File: src/rtl/sort4_sequencer_if.sv
// Stream bundle for sort4_sequencer: one input stream (values into the
// frame buffer) and one output stream (sorted values out of it).
//
// Handshake: a beat transfers on a rising clk edge where valid and ready
// are both high. The producer drives valid and data; the consumer drives
// ready. In this block both ready (in_ready) and valid (out_valid) decode
// only from state, so neither depends on the other side's signal in the
// same cycle. While valid is high and ready is low, the data holds.
interface sort4_sequencer_if;
    logic       in_valid;
    logic       in_ready;
    logic [3:0] in_data;
    logic       out_valid;
    logic       out_ready;
    logic [3:0] out_data;

    // Environment side: feeds the input stream and consumes the output stream.
    modport master (
        output in_valid,
        output in_data,
        input  in_ready,
        input  out_valid,
        input  out_data,
        output out_ready
    );

    // Sorter side.
    modport slave (
        input  in_valid,
        input  in_data,
        output in_ready,
        output out_valid,
        output out_data,
        input  out_ready
    );
endinterface

File: src/rtl/sort4_sequencer.sv
// Frame sorter: collects DEPTH 4-bit values, bubble-sorts them in place
// with one shared comparator (one compare per clock, early exit on a
// pass with no swaps), then streams them out smallest first.

// Unsigned 4-bit magnitude comparator shared by all compare steps.
module sort4_comparator (
    input  logic [3:0] a_i,
    input  logic [3:0] b_i,
    output logic       larger_o,
    output logic       equal_o,
    output logic       less_o
);
    assign larger_o = (a_i > b_i);
    assign equal_o  = (a_i == b_i);
    assign less_o   = (a_i < b_i);
endmodule

module sort4_sequencer #(
    parameter int DEPTH = 4
) (
    input  logic                 clk,
    input  logic                 rst_n,
    sort4_sequencer_if.slave     bus,
    output logic                 busy,
    output logic [5:0]           swap_cnt,
    output logic [1:0]           dbg_state_o
);
    // LOAD is encoded as 0 so the reset state reads back as zero on dbg_state_o.
    typedef enum logic [1:0] {
        ST_LOAD  = 2'd0,
        ST_SORT  = 2'd1,
        ST_DRAIN = 2'd2
    } state_t;

    localparam logic [2:0] LAST_IDX = 3'(DEPTH - 1);
    localparam logic [2:0] LAST_CMP = 3'(DEPTH - 2);
    localparam logic [2:0] LAST_PASS = 3'(DEPTH - 2);

    state_t     state_q, state_d;
    logic [2:0] wr_idx_q, wr_idx_d;
    logic [2:0] rd_idx_q, rd_idx_d;
    logic [2:0] cmp_idx_q, cmp_idx_d;
    logic [2:0] pass_q, pass_d;
    logic       pass_swapped_q, pass_swapped_d;
    logic [5:0] swap_cnt_q, swap_cnt_d;

    // Storage is sized for the largest legal frame; only the first DEPTH
    // entries are ever written after reset.
    logic [3:0] mem_q [8];

    logic       do_write;
    logic       do_swap;
    logic [2:0] cmp_nxt;
    logic [3:0] cmp_a;
    logic [3:0] cmp_b;
    logic       cmp_larger;
    logic       cmp_equal;
    logic       cmp_less;

    assign cmp_nxt = cmp_idx_q + 3'd1;
    assign cmp_a   = mem_q[cmp_idx_q];
    assign cmp_b   = mem_q[cmp_nxt];

    sort4_comparator u_cmp (
        .a_i      (cmp_a),
        .b_i      (cmp_b),
        .larger_o (cmp_larger),
        .equal_o  (cmp_equal),
        .less_o   (cmp_less)
    );

    // Handshake flags and status decode straight from the state register.
    assign bus.in_ready  = (state_q == ST_LOAD);
    assign bus.out_valid = (state_q == ST_DRAIN);
    assign bus.out_data  = (state_q == ST_DRAIN) ? mem_q[rd_idx_q] : 4'd0;
    assign busy          = (state_q == ST_SORT);
    assign swap_cnt      = swap_cnt_q;
    assign dbg_state_o   = state_q;

    // Next-state and index/counter updates for all three phases.
    always_comb begin
        state_d        = state_q;
        wr_idx_d       = wr_idx_q;
        rd_idx_d       = rd_idx_q;
        cmp_idx_d      = cmp_idx_q;
        pass_d         = pass_q;
        pass_swapped_d = pass_swapped_q;
        swap_cnt_d     = swap_cnt_q;
        do_write       = 1'b0;
        do_swap        = 1'b0;

        unique case (state_q)
            ST_LOAD: begin
                if (bus.in_valid) begin
                    do_write = 1'b1;
                    wr_idx_d = wr_idx_q + 3'd1;
                    // The count describes the frame being loaded, so it
                    // restarts on that frame's first beat, not earlier.
                    if (wr_idx_q == 3'd0) begin
                        swap_cnt_d = 6'd0;
                    end
                    if (wr_idx_q == LAST_IDX) begin
                        state_d        = ST_SORT;
                        wr_idx_d       = 3'd0;
                        cmp_idx_d      = 3'd0;
                        pass_d         = 3'd0;
                        pass_swapped_d = 1'b0;
                    end
                end
            end

            ST_SORT: begin
                // Only strictly-greater pairs swap, which keeps equal values in order.
                if (cmp_larger) begin
                    do_swap        = 1'b1;
                    pass_swapped_d = 1'b1;
                    if (swap_cnt_q != 6'd63) begin
                        swap_cnt_d = swap_cnt_q + 6'd1;
                    end
                end
                if (cmp_idx_q != LAST_CMP) begin
                    cmp_idx_d = cmp_nxt;
                end else if ((!pass_swapped_q && (cmp_equal || cmp_less)) ||
                             (pass_q == LAST_PASS)) begin
                    state_d = ST_DRAIN;
                end else begin
                    pass_d         = pass_q + 3'd1;
                    cmp_idx_d      = 3'd0;
                    pass_swapped_d = 1'b0;
                end
            end

            ST_DRAIN: begin
                if (bus.out_ready) begin
                    if (rd_idx_q == LAST_IDX) begin
                        state_d  = ST_LOAD;
                        rd_idx_d = 3'd0;
                    end else begin
                        rd_idx_d = rd_idx_q + 3'd1;
                    end
                end
            end

            default: begin
                state_d = ST_LOAD;
            end
        endcase
    end

    // State, index and counter registers.
    always_ff @(posedge clk or negedge rst_n) begin
        if (!rst_n) begin
            state_q        <= ST_LOAD;
            wr_idx_q       <= 3'd0;
            rd_idx_q       <= 3'd0;
            cmp_idx_q      <= 3'd0;
            pass_q         <= 3'd0;
            pass_swapped_q <= 1'b0;
            swap_cnt_q     <= 6'd0;
        end else begin
            state_q        <= state_d;
            wr_idx_q       <= wr_idx_d;
            rd_idx_q       <= rd_idx_d;
            cmp_idx_q      <= cmp_idx_d;
            pass_q         <= pass_d;
            pass_swapped_q <= pass_swapped_d;
            swap_cnt_q     <= swap_cnt_d;
        end
    end

    // Frame buffer: written by accepted input beats, rearranged by swaps.
    always_ff @(posedge clk or negedge rst_n) begin
        if (!rst_n) begin
            for (int i = 0; i < 8; i++) begin
                mem_q[i] <= 4'd0;
            end
        end else if (do_write) begin
            mem_q[wr_idx_q] <= bus.in_data;
        end else if (do_swap) begin
            mem_q[cmp_idx_q] <= cmp_b;
            mem_q[cmp_nxt]   <= cmp_a;
        end
    end
endmodule

File: src/flat_wrapper.sv
// flat-port wrapper written by rule: the top's interface ports become plain ports
module sort4_sequencer_flat 
#(
    parameter int DEPTH = 4
)
  (clk, rst_n, busy, swap_cnt, dbg_state_o, bus_in_valid, bus_in_data, bus_in_ready, bus_out_valid, bus_out_data, bus_out_ready);
  sort4_sequencer_if bus_i ();
  input  logic clk;
  input  logic rst_n;
  output logic busy;
  output logic [5:0] swap_cnt;
  output logic [1:0] dbg_state_o;
  input wire logic [$bits(bus_i.in_valid)-1:0] bus_in_valid;
  input wire logic [$bits(bus_i.in_data)-1:0] bus_in_data;
  output wire logic [$bits(bus_i.in_ready)-1:0] bus_in_ready;
  output wire logic [$bits(bus_i.out_valid)-1:0] bus_out_valid;
  output wire logic [$bits(bus_i.out_data)-1:0] bus_out_data;
  input wire logic [$bits(bus_i.out_ready)-1:0] bus_out_ready;
  assign bus_i.in_valid = bus_in_valid;
  assign bus_i.in_data = bus_in_data;
  assign bus_in_ready = bus_i.in_ready;
  assign bus_out_valid = bus_i.out_valid;
  assign bus_out_data = bus_i.out_data;
  assign bus_i.out_ready = bus_out_ready;
  sort4_sequencer #(.DEPTH(DEPTH)) u_core (.clk(clk), .rst_n(rst_n), .bus(bus_i), .busy(busy), .swap_cnt(swap_cnt), .dbg_state_o(dbg_state_o));
endmodule
File: config.mk
export PLATFORM = sky130hd
export DESIGN_NAME = sort4_sequencer_flat
export DESIGN_NICKNAME = d
export VERILOG_FILES = /design/src/rtl/sort4_sequencer_if.sv /design/src/rtl/sort4_sequencer.sv /design/src/flat_wrapper.sv
export SDC_FILE = /design/constraint.sdc
export NUM_CORES = 1
export LEC_CHECK = 0
export ABC_CLOCK_PERIOD_IN_PS = 4700
export CAP_MARGIN = 25
export CORE_MARGIN = 2
export CORE_UTILIZATION = 55
export DETAILED_ROUTE_END_ITERATION = 8
export PLACE_DENSITY = 0.81
export SLEW_MARGIN = 10
export SYNTH_ARGS = -nofsm -noshare
export SYNTH_HDL_FRONTEND = slang
export SYNTH_SLANG_ARGS = --single-unit
File: constraint.sdc
create_clock -name clk -period 4.7 [get_ports clk]
set_input_delay 0.94 -clock clk [delete_from_list [all_inputs] [get_ports clk]]
set_output_delay 0.94 -clock clk [all_outputs]
set_load 0.05 [all_outputs]
* Word-level counts from Yosys, hierarchy flattened
Cells that the tools add are included.
Storage, ports and cells: register bits 53, output and inout bits 15, input port bits 8
Cells by class: bitwise logic cells 4, reduce and logical (&&, ||, !) cells 18, equal/unequal tests 19, order comparisons 9, $add $sub $neg 5, mux-type cells 53
Operators with widths (number):
- bitwise mux 32 bit | 3
- two-way mux 32 bit | 2
- two-way mux 4 bit | 10
- binary-select mux 4 bit (select 3 bit) | 3
- demux 4 bit (select 3 bit) | 3
- two-way mux 3 bit | 8
- two-way mux 6 bit | 4
- >= comparator 4 bit (second input constant) | 4
- inverter 3 -> 4 bit | 4
- inequality test 2 x 1 -> 1 bit (second input constant) | 7
- adder 3 x 1 -> 3 bit (second input constant) | 4
- less-than comparator 4 x 1 -> 1 bit (second input constant) | 3
- two-way mux 2 bit | 6
- one-hot mux 3 bit (2 select lines) | 2
- one-hot mux 6 bit (2 select lines) | 1
- AND reduction 5 bit | 2
- == test 3 x 2 -> 1 bit (second input constant) | 3
- two-way mux 1 bit | 9
- adder 6 x 1 -> 6 bit (second input constant) | 1
- inequality test 2 bit (second input constant) | 3
- inequality test 3 x 2 -> 1 bit (second input constant) | 2
- inequality test 6 bit (second input constant) | 1
- one-hot mux 2 bit (3 select lines) | 1
- AND reduction 6 bit | 1
- other kinds (15) | 21

* Depth between registers and ports, before layout
word-level depth 12, gate-level depth with buffers 17

* Hierarchy
From an unflattened synthesis, not the netlist that was laid out.
Unflattened totals: cell total of the unflattened synthesis 461, area total of the unflattened synthesis 4182.8 um^2
By module, submodules not included:
- sort4_sequencer | times used 1, area each 4053.9 um^2, sequential area each 1326.3 um^2, cells each 445
- sort4_comparator | times used 1, area each 128.9 um^2, sequential area each 0.0 um^2, cells each 16

* Worst setup path after synthesis
OpenSTA, ideal clock, no wires.
kind register to register, start reg u_core.cmp_idx_q[0], end reg u_core.mem_q[4] in the netlist's numbering, data arrival time 3869 ps, required time 4575 ps, period minus slack after synthesis 3993 ps, path buffers 4, stages on the path, launching flop included 18, path slack 707 ps, library setup time 125 ps, path through dfrtp_1 > buf_4 > inv_1 > buf_2 > ha_1 > buf_2 > buf_2 > mux4_2 > nand2_1 > nand2_1 > inv_1 > ha_1 > nor2b_1 > o211a_1 > o21ai_2 > nor2_1 > a32oi_1 > mux2_2
On the way: word-level cells in the longest chain between the ends 9, elaborated cells between the ends (all ways) 27, classes of those cells 1 x add/sub; 5 x order compare; 16 x mux; 2 x bitwise; 3 x reduce/logical
RTL lines:
- from (decl) | line sort4_sequencer.sv:42 | logic [2:0] cmp_idx_q, cmp_idx_d;
- from (signal assigned) | line sort4_sequencer.sv:164 | cmp_idx_q <= cmp_idx_d;
- adder 3 x 1 -> 3 bit / inverter 3 -> 4 bit (equally long branches) | line sort4_sequencer.sv:60, sort4_sequencer.sv:61, sort4_sequencer.sv:180
- inverter 3 -> 4 bit (implied by the code) (tied with other cells) | line sort4_sequencer.sv:62, sort4_sequencer.sv:181
- binary-select mux 4 bit (select 3 bit) (tied with other cells) | line sort4_sequencer.sv:62 | assign cmp_b = mem_q[cmp_nxt];
- two-way mux 4 bit (implied by the code) (tied with other cells) (2 in a row) | line sort4_sequencer.sv:62
- > comparator 4 bit (tied with other cells) | line sort4_sequencer.sv:13 | assign larger_o = (a_i > b_i);
- two-way mux 1 bit / bitwise mux 32 bit (equally long branches) | line sort4_sequencer.sv:114, sort4_sequencer.sv:181
- two-way mux 1 bit / two-way mux 32 bit (equally long branches) | line sort4_sequencer.sv:92, sort4_sequencer.sv:179
- nonzero test 2 bit (no source line) / two-way mux 32 bit (equally long branches)
- to (signal, indexed assignment) | line sort4_sequencer.sv:178 | mem_q[wr_idx_q] <= bus.in_data;
- to (signal, indexed assignment) | line sort4_sequencer.sv:180 | mem_q[cmp_idx_q] <= cmp_b;
- to (signal, indexed assignment) | line sort4_sequencer.sv:181 | mem_q[cmp_nxt] <= cmp_a;
- to (decl) | line sort4_sequencer.sv:49 | logic [3:0] mem_q [8];
Several ways; a longest one is shown, not always the timed one. The select of a mux whose other input is x is not followed. A chain may end at the register's enable or synchronous reset.

* Worst setup path in the final report
start reg u_core.cmp_idx_q[0], end reg u_core.mem_q[25] in the netlist's numbering
Same word-level chain as after synthesis.

==> out/results.md <==
- post-detail-place hpwl: 8.65 mm
- register area: 0.00133 mm²
- number of warnings issued by yosys: 0
- timing endpoint of the critical path: u_core.mem_q[25]
- EDFF count, synth: 0
- worst setup path start: u_core.cmp_idx_q[0]
- Horiz. Die Dim: 90.8 µm
- status: finished, final reports clean
- Cells after Synth: 437
- starting DRC count in detailed routing: 481
- sequential-to-total area share from yosys stat: 32.0%
- Site Rows: 31
- number of cells traversed by the worst hold path: 1
- Worst Max-Slew Pin Slew: 0.838 ns
- fill cell count: 668
- placed cell areas: 0.00442 mm²
- count of endpoints failing hold in the final timing report: 0
- total CTS buffers: 5
- Post-Route Setup TNS: 0 ns
- MaxCap Viol Count: 0
- number of endpoints failing setup at the final stage: 0
- final critical path time including I/O delays and setup: 4.23 ns
- maximum number of pins on one net before global-route repair: 54
- CTS tree: built
- most common cell in the synthesized netlist: dfrtp_1
- library cell contributing the largest single delay on the critical path: a32oi_1
- detailed-route via count: 3752
- met3 demand-to-capacity share in global routing: 6.59%
- Avg Cell Area, Syn: 9.49 µm²
- Worst Setup End Kind: register
- number of buffers on the longest clock path: 2
- first-pass GRT wire length: 19.3 mm
- synthesis-to-finish area growth: 9.45%
- Layout Cell Area excl Fill: 0.00454 mm²
- final weighted congestion in routability-driven placement: 1.01
- Post-Synthesis Cell Area: 0.00415 mm²
- most used routing layer: met1
- critical path fanouts, max: 19
- via-per-instance ratio: 6.83
- Resized cells post-CTS: 0
- initial cell density of the core: 56.8%
- kind of cell with the highest combined delay on the critical path: compound AO/OA/AOI/OAI gates
- TritonRoute pass-1 iters: 5
- number of synthesized register bits: 53
- routed len/inst: 21.7 µm
- RR Endpoint: u_core.mem_q[25]
- area of combinational cells with multiple inputs: 0.00261 mm²
- Yosys cell types: 55
- setup clock skew after layout: 0.0134 ns
- most used standard cells in the synthesized netlist: 53 x dfrtp_1, 50 x nor2_1, 38 x mux2_2
- layout cell share with drive strength beyond 1: 18.9%
- deepest level of the CTS H-tree: 2
- max-slew violation total from the final report: 0
- combined global-route utilization of all metal layers: 29.7%
- port buffer count: 22
- antenna violations before repair: 0
- cell taking the most area after synthesis: dfrtp_1
- buffers inserted by post-CTS timing repair: 0
- met1 layer usage reported by global route: 43.9%
- worst reg2reg path startpoint: u_core.cmp_idx_q[0]
- number of global-route vias before repair: 3620
- Worst setup SP type: register
- WP data arrival: 4.43 ns
- Clock Sinks: 53
- maximum cell stage delay along the critical path: 0.63 ns
- share of flip-flops with an asynchronous set or reset: 100%
- total congestion overflow: 0
- number of cells on the critical path: 15
- Highest Clock Rate: 237 MHz
- aggregate routed wire length: 11.9 mm
- number of cells on the worst reg-to-reg path: 15
- Synthesized Nets: 457
- # DRC: 0
- Antenna diodes: 0
- leading cell types by total area after synthesis: dfrtp_1 32%, mux2_2 10%, mux4_2 6.0%
- clock tree root buffer cell: clkbuf_8
- later-pin clock latency in the skew report: 0.32 ns
- number of ports placed on the die boundary: 23
- height of the die: 90.8 µm
- count of hold buffers inserted by post-cts repair: 0
- total die area: 0.00825 mm²
- antenna viol nets, final: 0
- main flop type after synthesis: dfrtp_1
- RSZ-0062 raised after global routing: no
- Tcrit/Tclk final: 89.9%
- GRT met2 Usage: 43.2%
- Net count, final: 469
- Core Box Area: 0.00729 mm²
- Worst-path clk slew: 0.11 ns
- critical path cell sequence: inv_1, ha_1, buf_4, mux4_2, nand2_1, nand2_1, inv_1, ha_1, nor2b_1, o211a_1, o21ai_2, buf_4, nor2_1, a32oi_1, mux2_2
- required time of the worst setup path: 4.91 ns
- Buf/Inv on CP: 4
- kind of critical path: register to register
- max_slew headroom: 44.2%
- hold crit path type: register to register
- internal reg-to-reg setup slack: 0.47 ns
- share of Yosys cell area claimed by the top area cell type: 32.0%
## worst min-delay path by stage
stage	slack, ns	start	endpoint
2_1_floorplan	0.49	u_core.pass_swapped_q	u_core.pass_swapped_q
3_3_place_gp	0.52	u_core.pass_swapped_q	u_core.pass_swapped_q
3_5_place_dp	0.51	u_core.pass_swapped_q	u_core.pass_swapped_q
4_1_cts	0.55	u_core.pass_swapped_q	u_core.pass_swapped_q
5_1_grt	0.56	u_core.pass_swapped_q	u_core.pass_swapped_q
6_report	0.55	u_core.pass_swapped_q	u_core.pass_swapped_q
## layout make-up
type,count,area share [%]
Multi-Input combinational cell,339,57.4
Tap cell,99,2.73
Clock buffer,5,1.52
Timing Repair Buffer,35,6.89
Clock inverter,3,0.965
Inverter,15,1.24
Sequential cell,53,29.2
## worst register-to-register path: stages (launching register included)
cell and delay [ns]:
dfrtp_1 0.43, inv_1 0.34, ha_1 0.33, buf_4 0.22
mux4_2 0.24, nand2_1 0.05, nand2_1 0.29, inv_1 0.10
ha_1 0.30, nor2b_1 0.14, o211a_1 0.22, o21ai_2 0.13
buf_4 0.16, nor2_1 0.13, a32oi_1 0.63, mux2_2 0.41
## cell usage in the layout, fill, tap and decap left out, types with 3 or more instances in the layout
| master | count |
|---|---|
| dfrtp_1 | 53 |
| nor2_1 | 50 |
| mux2_2 | 38 |
| nand2_1 | 30 |
| a221oi_1 | 24 |
| clkdlybuf4s50_1 | 21 |
| mux2i_1 | 20 |
| nand3_1 | 20 |
| inv_1 | 15 |
| a21oi_1 | 14 |
| buf_4 | 13 |
| o21ai_0 | 12 |
| ha_1 | 12 |
| mux4_2 | 11 |
| o22ai_1 | 9 |
| a221oi_2 | 9 |
| nor2b_1 | 8 |
| nand2b_1 | 8 |
| nor3_1 | 8 |
| and3_1 | 7 |
| a22oi_1 | 5 |
| clkbuf_8 | 5 |
| or3_1 | 4 |
| a21o_1 | 4 |
| a22o_1 | 4 |
| a32o_1 | 3 |
| and4_1 | 3 |
| a32oi_1 | 3 |
## through the flow
stage	util, %	hold WS [ns]	instances	worst slack (ns)
global route	62.2	0.561	549	0.169
floorplan	-	0.493	437	0.707
finish	62.2	0.552	549	0.475
detailed placement	60.7	0.514	541	0.602
CTS	62.2	0.549	549	0.536
global placement	60.7	0.517	541	0.695
## flip-flops by register name, summed over array words and instances, names as in the netlist
name / count
u_core.pass_q: 3
u_core.cmp_idx_q: 3
u_core.pass_swapped_q: 1
u_core.dbg_state_o: 2
u_core.rd_idx_q: 3
u_core.mem_q: 32
u_core.wr_idx_q: 3
u_core.swap_cnt: 6
## kinds of logic after synthesis
family / after synthesis / share of synthesized area, %
adders and majority gates: 12 / 3.62
xor gates and xnor gates: 2 / 0.423
buffers and inverters: 45 / 5.16
and+or+nand+nor: 152 / 17.7
DFF: 53 / 32.0
muxes: 69 / 21.1
AOI/OAI and AO/OA: 104 / 20.0
## routing by layer
layer / share of wire (%) / vias to the layer above / wire (µm)
met2: 44 / 212 / 5280
li1: - / 1680 / -
met1: 43 / 1826 / 5150
met4: 2.8 / 0 / 333
met5: 0 / - / 0
met3: 9.7 / 34 / 1160
Power is not shown: default switching activity piles up to over one toggle a cycle in this logic, so the estimate is an artifact.
==> edit 1, RTL diff (same settings) <==
Put one more register stage on the output `dbg_state_o`, with the module's reset. The value now appears one clock later. The other outputs are not delayed to match.
--- a/src/rtl/sort4_sequencer.sv
+++ b/src/rtl/sort4_sequencer.sv
@@ -75,7 +75,13 @@
     assign bus.out_data  = (state_q == ST_DRAIN) ? mem_q[rd_idx_q] : 4'd0;
     assign busy          = (state_q == ST_SORT);
     assign swap_cnt      = swap_cnt_q;
-    assign dbg_state_o   = state_q;
+    always_ff @(posedge clk or negedge rst_n) begin
+        if (!rst_n) begin
+            dbg_state_o <= '0;
+        end else begin
+            dbg_state_o <= state_q;
+        end
+    end
 
     // Next-state and index/counter updates for all three phases.
     always_comb begin
Formal check against the unedited RTL: not equivalent (a bounded check fails within 10 cycles, from zero or initial values and one cycle with rst_n low).
==> edit 1 against the unedited design <==
Utilization down 1.9 points; critical path depth shrank 3; final area rose by 1.7%; final cell count is 2.6% higher; setup slack better by 0.17 ns; synthesized area grew 3.4%; non-clock buffer count down 4; sequential cell count grew 2; sequential share of layout area grew 0.59 points; routed wire length is 11% higher; critical path type unchanged.
Power is left out: the tool's default activity adds up to more than one toggle a clock period on the data nets, which glitch-free logic cannot reach.
==> edit 1: results (changes against the unedited design) <==
- Run status: completed (unchanged)
- Slowest stage delay, CP: 0.53 ns (was 0.63 ns)
- Largest net degree at the start of global routing: 56 (was 54)
- GP Congestion: 1.02 (was 1.01)
- Met2 global-route usage: 53.1% (was 43.2%)
- Routed wl met3: 1190 µm (was 1160 µm)
- Data arrival, critical path: 4.26 ns (was 4.43 ns)
- Post-DP HPWL: 9740 µm (was 8650 µm)
- Largest cells by area after synthesis: dfrtp_1 (32%), mux4_2 (7.9%), mux2i_1 (5.4%), nand2_1 (4.1%), ha_1 (3.5%) (was dfrtp_1 (32%), mux2_2 (10%), mux4_2 (6.0%), a221oi_1 (5.1%), mux2i_1 (4.8%))
- Vias per cell: 7.02 (was 6.83)
- Wl on met1: 5250 µm (was 5150 µm)
- Total Routing Usage GR: 32.3% (was 29.7%)
- Placed cell areas: 0.00453 mm² (was 0.00442 mm²)
- GR Layer Usage met3: 5.61% (was 6.59%)
- WL met2: 6280 µm (was 5280 µm)
- Worst Path Max Fanout: 15 (was 19)
- Cts hold-fix bufs: 0 (unchanged)
- Unique cell type count in the Yosys netlist: 82 (was 55)
- First-pass GRT wire length: 21100 µm (was 19300 µm)
- Mean Syn Cell Area: 9.57 µm² (was 9.49 µm²)
- Vias in the first global route: 3763 (was 3620)
- Fillers: 664 (was 668)
- Nets: 480 (was 469)
- Most frequent cells after synthesis: dfrtp_1 (55), nand2_1 (47), a21oi_1 (27) (was dfrtp_1 (53), nor2_1 (50), mux2_2 (38))
- Crit-path slowest cell: xor2_4 (was a32oi_1)
- Worst slew margin: 51.9% (was 44.2%)
- Syn_nets: 468 (was 457)
- Clock transition at path regs: 0.10 ns
- Layout cells sized above 1: 14.3% (was 18.9%)
- Wire per inst: 23.4 µm (was 21.7 µm)
- Pre-antenna DRT Iters: 5 (unchanged)
- Grt met1 use: 43.7% (was 43.9%)
- Clock Skew: 0.0105 ns (was 0.0134 ns)
[edit 1: cell families (layout without fill, tap and decap cells)]
kind of cell               count (synthesis)  in the layout  synth area share, %
AOI/OAI and AO/OA                        151            151                 26.3
and+or+nand+nor                          134            134                 15.7
DFF                                       55             55                 32.1
buffers and inverters                     47             60                 5.84
muxes                                     43             43                 14.8
adders and majority gates                 12             12                 3.50
xor gates and xnor gates                   6              6                 1.84
[edit 1: final cells by class]
class	instances	area, µm²	share of cell area [%]
multi-input cells	346	2660	57.7
clock inverters	2	12.5	0.271
inverters	21	81.3	1.76
repair buffers	31	283	6.13
well taps	102	128	2.77
clock buffers	6	72.6	1.57
flip-flops and latches	55	1380	29.8
[edit 1: worst paths after layout]
check,startpoint,endpoint,slack (ns),cells after the start
setup / recovery,u_core.cmp_idx_q[0]$_DFFE_PN0P_,u_core.mem_q[21]$_DFFE_PN0P_,0.64,12
setup reg to reg,u_core.cmp_idx_q[0]$_DFFE_PN0P_,u_core.mem_q[21]$_DFFE_PN0P_,0.64,12
hold / removal,u_core.state_q[0]$_DFFE_PN0P_,u_core.dbg_state_o[0]$_DFF_PN0_,0.55,0
hold reg to reg,u_core.state_q[0]$_DFFE_PN0P_,u_core.dbg_state_o[0]$_DFF_PN0_,0.55,0
max in group asynchronous,rst_n,u_core.mem_q[1]$_DFFE_PN0P_,3.47,2
min in group asynchronous,rst_n,u_core.mem_q[14]$_DFFE_PN0P_,0.75,2
[edit 1: metrics by stage]
| stage | utilization [%] | setup slack [ns] |
|---|---|---|
| 3_3_place_gp | 59.2 | 0.899 |
| 6_report | 60.3 | 0.642 |
| 5_1_grt | 60.3 | 0.487 |
| 4_1_cts | 60.3 | 0.754 |
| 3_5_place_dp | 59.2 | 0.758 |
| 2_1_floorplan | - | 1.39 |
==> edit 2, RTL diff (same flow settings) <==
Without the edit above. Reset style: synchronous (`rst_n`), changed in 2 clocked blocks.
--- a/src/rtl/sort4_sequencer.sv
+++ b/src/rtl/sort4_sequencer.sv
@@ -148,7 +148,7 @@
     end
 
     // State, index and counter registers.
-    always_ff @(posedge clk or negedge rst_n) begin
+    always_ff @(posedge clk) begin
         if (!rst_n) begin
             state_q        <= ST_LOAD;
             wr_idx_q       <= 3'd0;
@@ -169,7 +169,7 @@
     end
 
     // Frame buffer: written by accepted input beats, rearranged by swaps.
-    always_ff @(posedge clk or negedge rst_n) begin
+    always_ff @(posedge clk) begin
         if (!rst_n) begin
             for (int i = 0; i < 8; i++) begin
                 mem_q[i] <= 4'd0;
Function: changed (Yosys sat finds a counterexample within 10 cycles, from zero or initial values and one cycle with rst_n low; the reset may be asserted at any time).
==> edit 2 against the unedited design <==
Setup slack better by 0.093 ns; sequential share of layout area up 7.6 points; non-clock buffer count down 6; first-iteration DRC count down 11%; critical path type unchanged; die area down 12%; synthesized area down 12%; sequential cell count up 6; clock skew down 0.0057 ns; final area down 10%; via count down 18%; routed wire length down 21%; worst hold slack worse by 0.064 ns.
Power is left out: it rests on default switching activity, and per cell area and clock period it moved more than threefold.
==> edit 2: results (changes against the unedited design) <==
- Slew @ Worst Pin: 1.00 ns (was 0.838 ns)
- Slowest stage delay, CP: 0.59 ns (was 0.63 ns)
- Vias per cell: 7.03 (was 6.83)
- Cell family with most CP delay: multiplexers (was compound AO/OA/AOI/OAI gates)
- Initial antenna violation count: 0 (unchanged)
- Design area: 0.00408 mm² (was 0.00454 mm²)
- Post-DP HPWL: 7000 µm (was 8650 µm)
- Die area: 0.00728 mm² (was 0.00825 mm²)
- Crit. End Element: flop (unchanged)
- Cts repair resizes: 0 (unchanged)
- Root Buffer: clkbuf_8 (unchanged)
- Nets: 377 (was 469)
- CP Launch Type: flop (unchanged)
- Unique cell type count in the Yosys netlist: 47 (was 55)
- DP Worst Slack: 0.665 ns (was 0.602 ns)
- Crit-path slowest cell: mux4_1 (was a32oi_1)
- Run status: completed (unchanged)
- Largest cells by area after synthesis: edfxtp_1 (26%), dfxtp_1 (15%), mux4_2 (12%), mux2i_1 (6.3%), o22ai_1 (5.8%) (was dfrtp_1 (32%), mux2_2 (10%), mux4_2 (6.0%), a221oi_1 (5.1%), mux2i_1 (4.8%))
- Setup WS post-layout: 0.568 ns (was 0.475 ns)
- Clk buf depth: 2 (unchanged)
- First-pass GRT wire length: 15000 µm (was 19300 µm)
- Post-synth ARST share: 0% (was 100%)
- Clk Latency, worst-skew pair: 0.34 ns (was 0.32 ns)
- Syn_nets: 354 (was 457)
- Vias in the first global route: 2908 (was 3620)
- Fillers: 498 (was 668)
- Placed cell areas: 0.00393 mm² (was 0.00442 mm²)
- Slew Viols, Final: 0 (unchanged)
- Antenna Diode Count: 0 (unchanged)
- Post-synth EDFFs: 32 (was 0)
- Sequential area share after synthesis: 41.3% (was 32.0%)
- Worst R2R Start: u_core.cmp_idx_q[1]$_SDFFE_PN0P_ (was u_core.cmp_idx_q[0]$_DFFE_PN0P_)
- Worst Path Max Fanout: 9 (was 19)
- Largest net degree at the start of global routing: 31 (was 54)
- GP Congestion: 0.971 (was 1.01)
- Number of CTS-inserted buffers: 9 (was 5)
- Total Routing Usage GR: 27.0% (was 29.7%)
- Pre-antenna DRT Iters: 6 (was 5)
- Post-CTS Setup Inserts: 0 (unchanged)
- Clock Skew: 0.00770 ns (was 0.0134 ns)
- CTS H-tree lvls: 3 (was 2)
- Reg-to-reg endpoint: u_core.mem_q[6][1]$_DFFE_PP_ (was u_core.mem_q[25]$_DFFE_PN0P_)
- # port buffers: 22 (unchanged)
- Data arrival, critical path: 4.15 ns (was 4.43 ns)
- Initial drt markers: 427 (was 481)
- Clock transition at path regs: 0.06 ns (was 0.11 ns)
- R2R depth: 10 (was 15)
- Layout cells sized above 1: 13.3% (was 18.9%)
- Most frequent cells after synthesis: o22ai_1 (34), edfxtp_1 (32), dfxtp_1 (27) (was dfrtp_1 (53), nor2_1 (50), mux2_2 (38))
- Wire per inst: 21.5 µm (was 21.7 µm)
- Hold WC Path Type: reg2reg (unchanged)
- YS warnings: 0 (unchanged)
==> edit 2: worst min-delay path by stage <==
stage                                         start  slack, ns  cells after the start                               to
floorplan           u_core.rd_idx_q[2]$_SDFFE_PN0P_       0.43                      2                             flop
global placement    u_core.rd_idx_q[2]$_SDFFE_PN0P_       0.46                      2  u_core.rd_idx_q[2]$_SDFFE_PN0P_
detailed placement    u_core.pass_q[2]$_SDFFE_PN0P_       0.47                      2    u_core.pass_q[2]$_SDFFE_PN0P_
CTS                   u_core.pass_q[2]$_SDFFE_PN0P_       0.48                      2    u_core.pass_q[2]$_SDFFE_PN0P_
global route          u_core.pass_q[2]$_SDFFE_PN0P_       0.51                      2    u_core.pass_q[2]$_SDFFE_PN0P_
finish              u_core.rd_idx_q[2]$_SDFFE_PN0P_       0.49                      2                             flop
==> edit 2: worst reg2reg max path: stages (launching register included) <==
cell      delay (ns)
dfxtp_1         0.47
ha_1            0.34
xor2_2          0.30
mux4_1          0.60
mux2_4          0.31
ha_1            0.28
nand4_1         0.16
nand2_1         0.14
a211oi_2        0.56
a32oi_1         0.33
nand3_1         0.30
==> edit 2: logic make-up after synthesis <==
kind of cell	synth area share [%]
and+or+nand+nor	12.6
adders and majority gates	4.13
xor gates and xnor gates	0.895
buffers and inverters	3.34
DFF	41.3
muxes	20.6
AOI/OAI and AO/OA	17.1
==> edit 2: layer usage <==
metal  global-route usage [%]  up-vias  routed length [µm]
li1                         -     1376                   -
met1                     37.7     1475                3690
met2                     41.8      195                4440
met3                     5.54       33                1020
met4                     10.5        0                 259
met5                        0        -                   0
==> edit 2: layout make-up <==
| class | count | area share [%] |
|---|---|---|
| Inverter | 12 | 1.10 |
| Sequential cell | 59 | 36.8 |
| Timing Repair Buffer | 29 | 6.69 |
| Clock inverter | 5 | 0.522 |
| Clock buffer | 10 | 3.13 |
| Multi-Input combinational cell | 246 | 49.4 |
| Tap cell | 77 | 2.36 |
==> edit 2: metrics by stage <==
| step | cells | hold WS, ns |
|---|---|---|
| final | 438 | 0.488 |
| after global routing | 438 | 0.508 |
| after CTS | 438 | 0.484 |
| after detailed placement | 423 | 0.475 |
| after global placement | 423 | 0.460 |
| after floorplan | 334 | 0.435 |
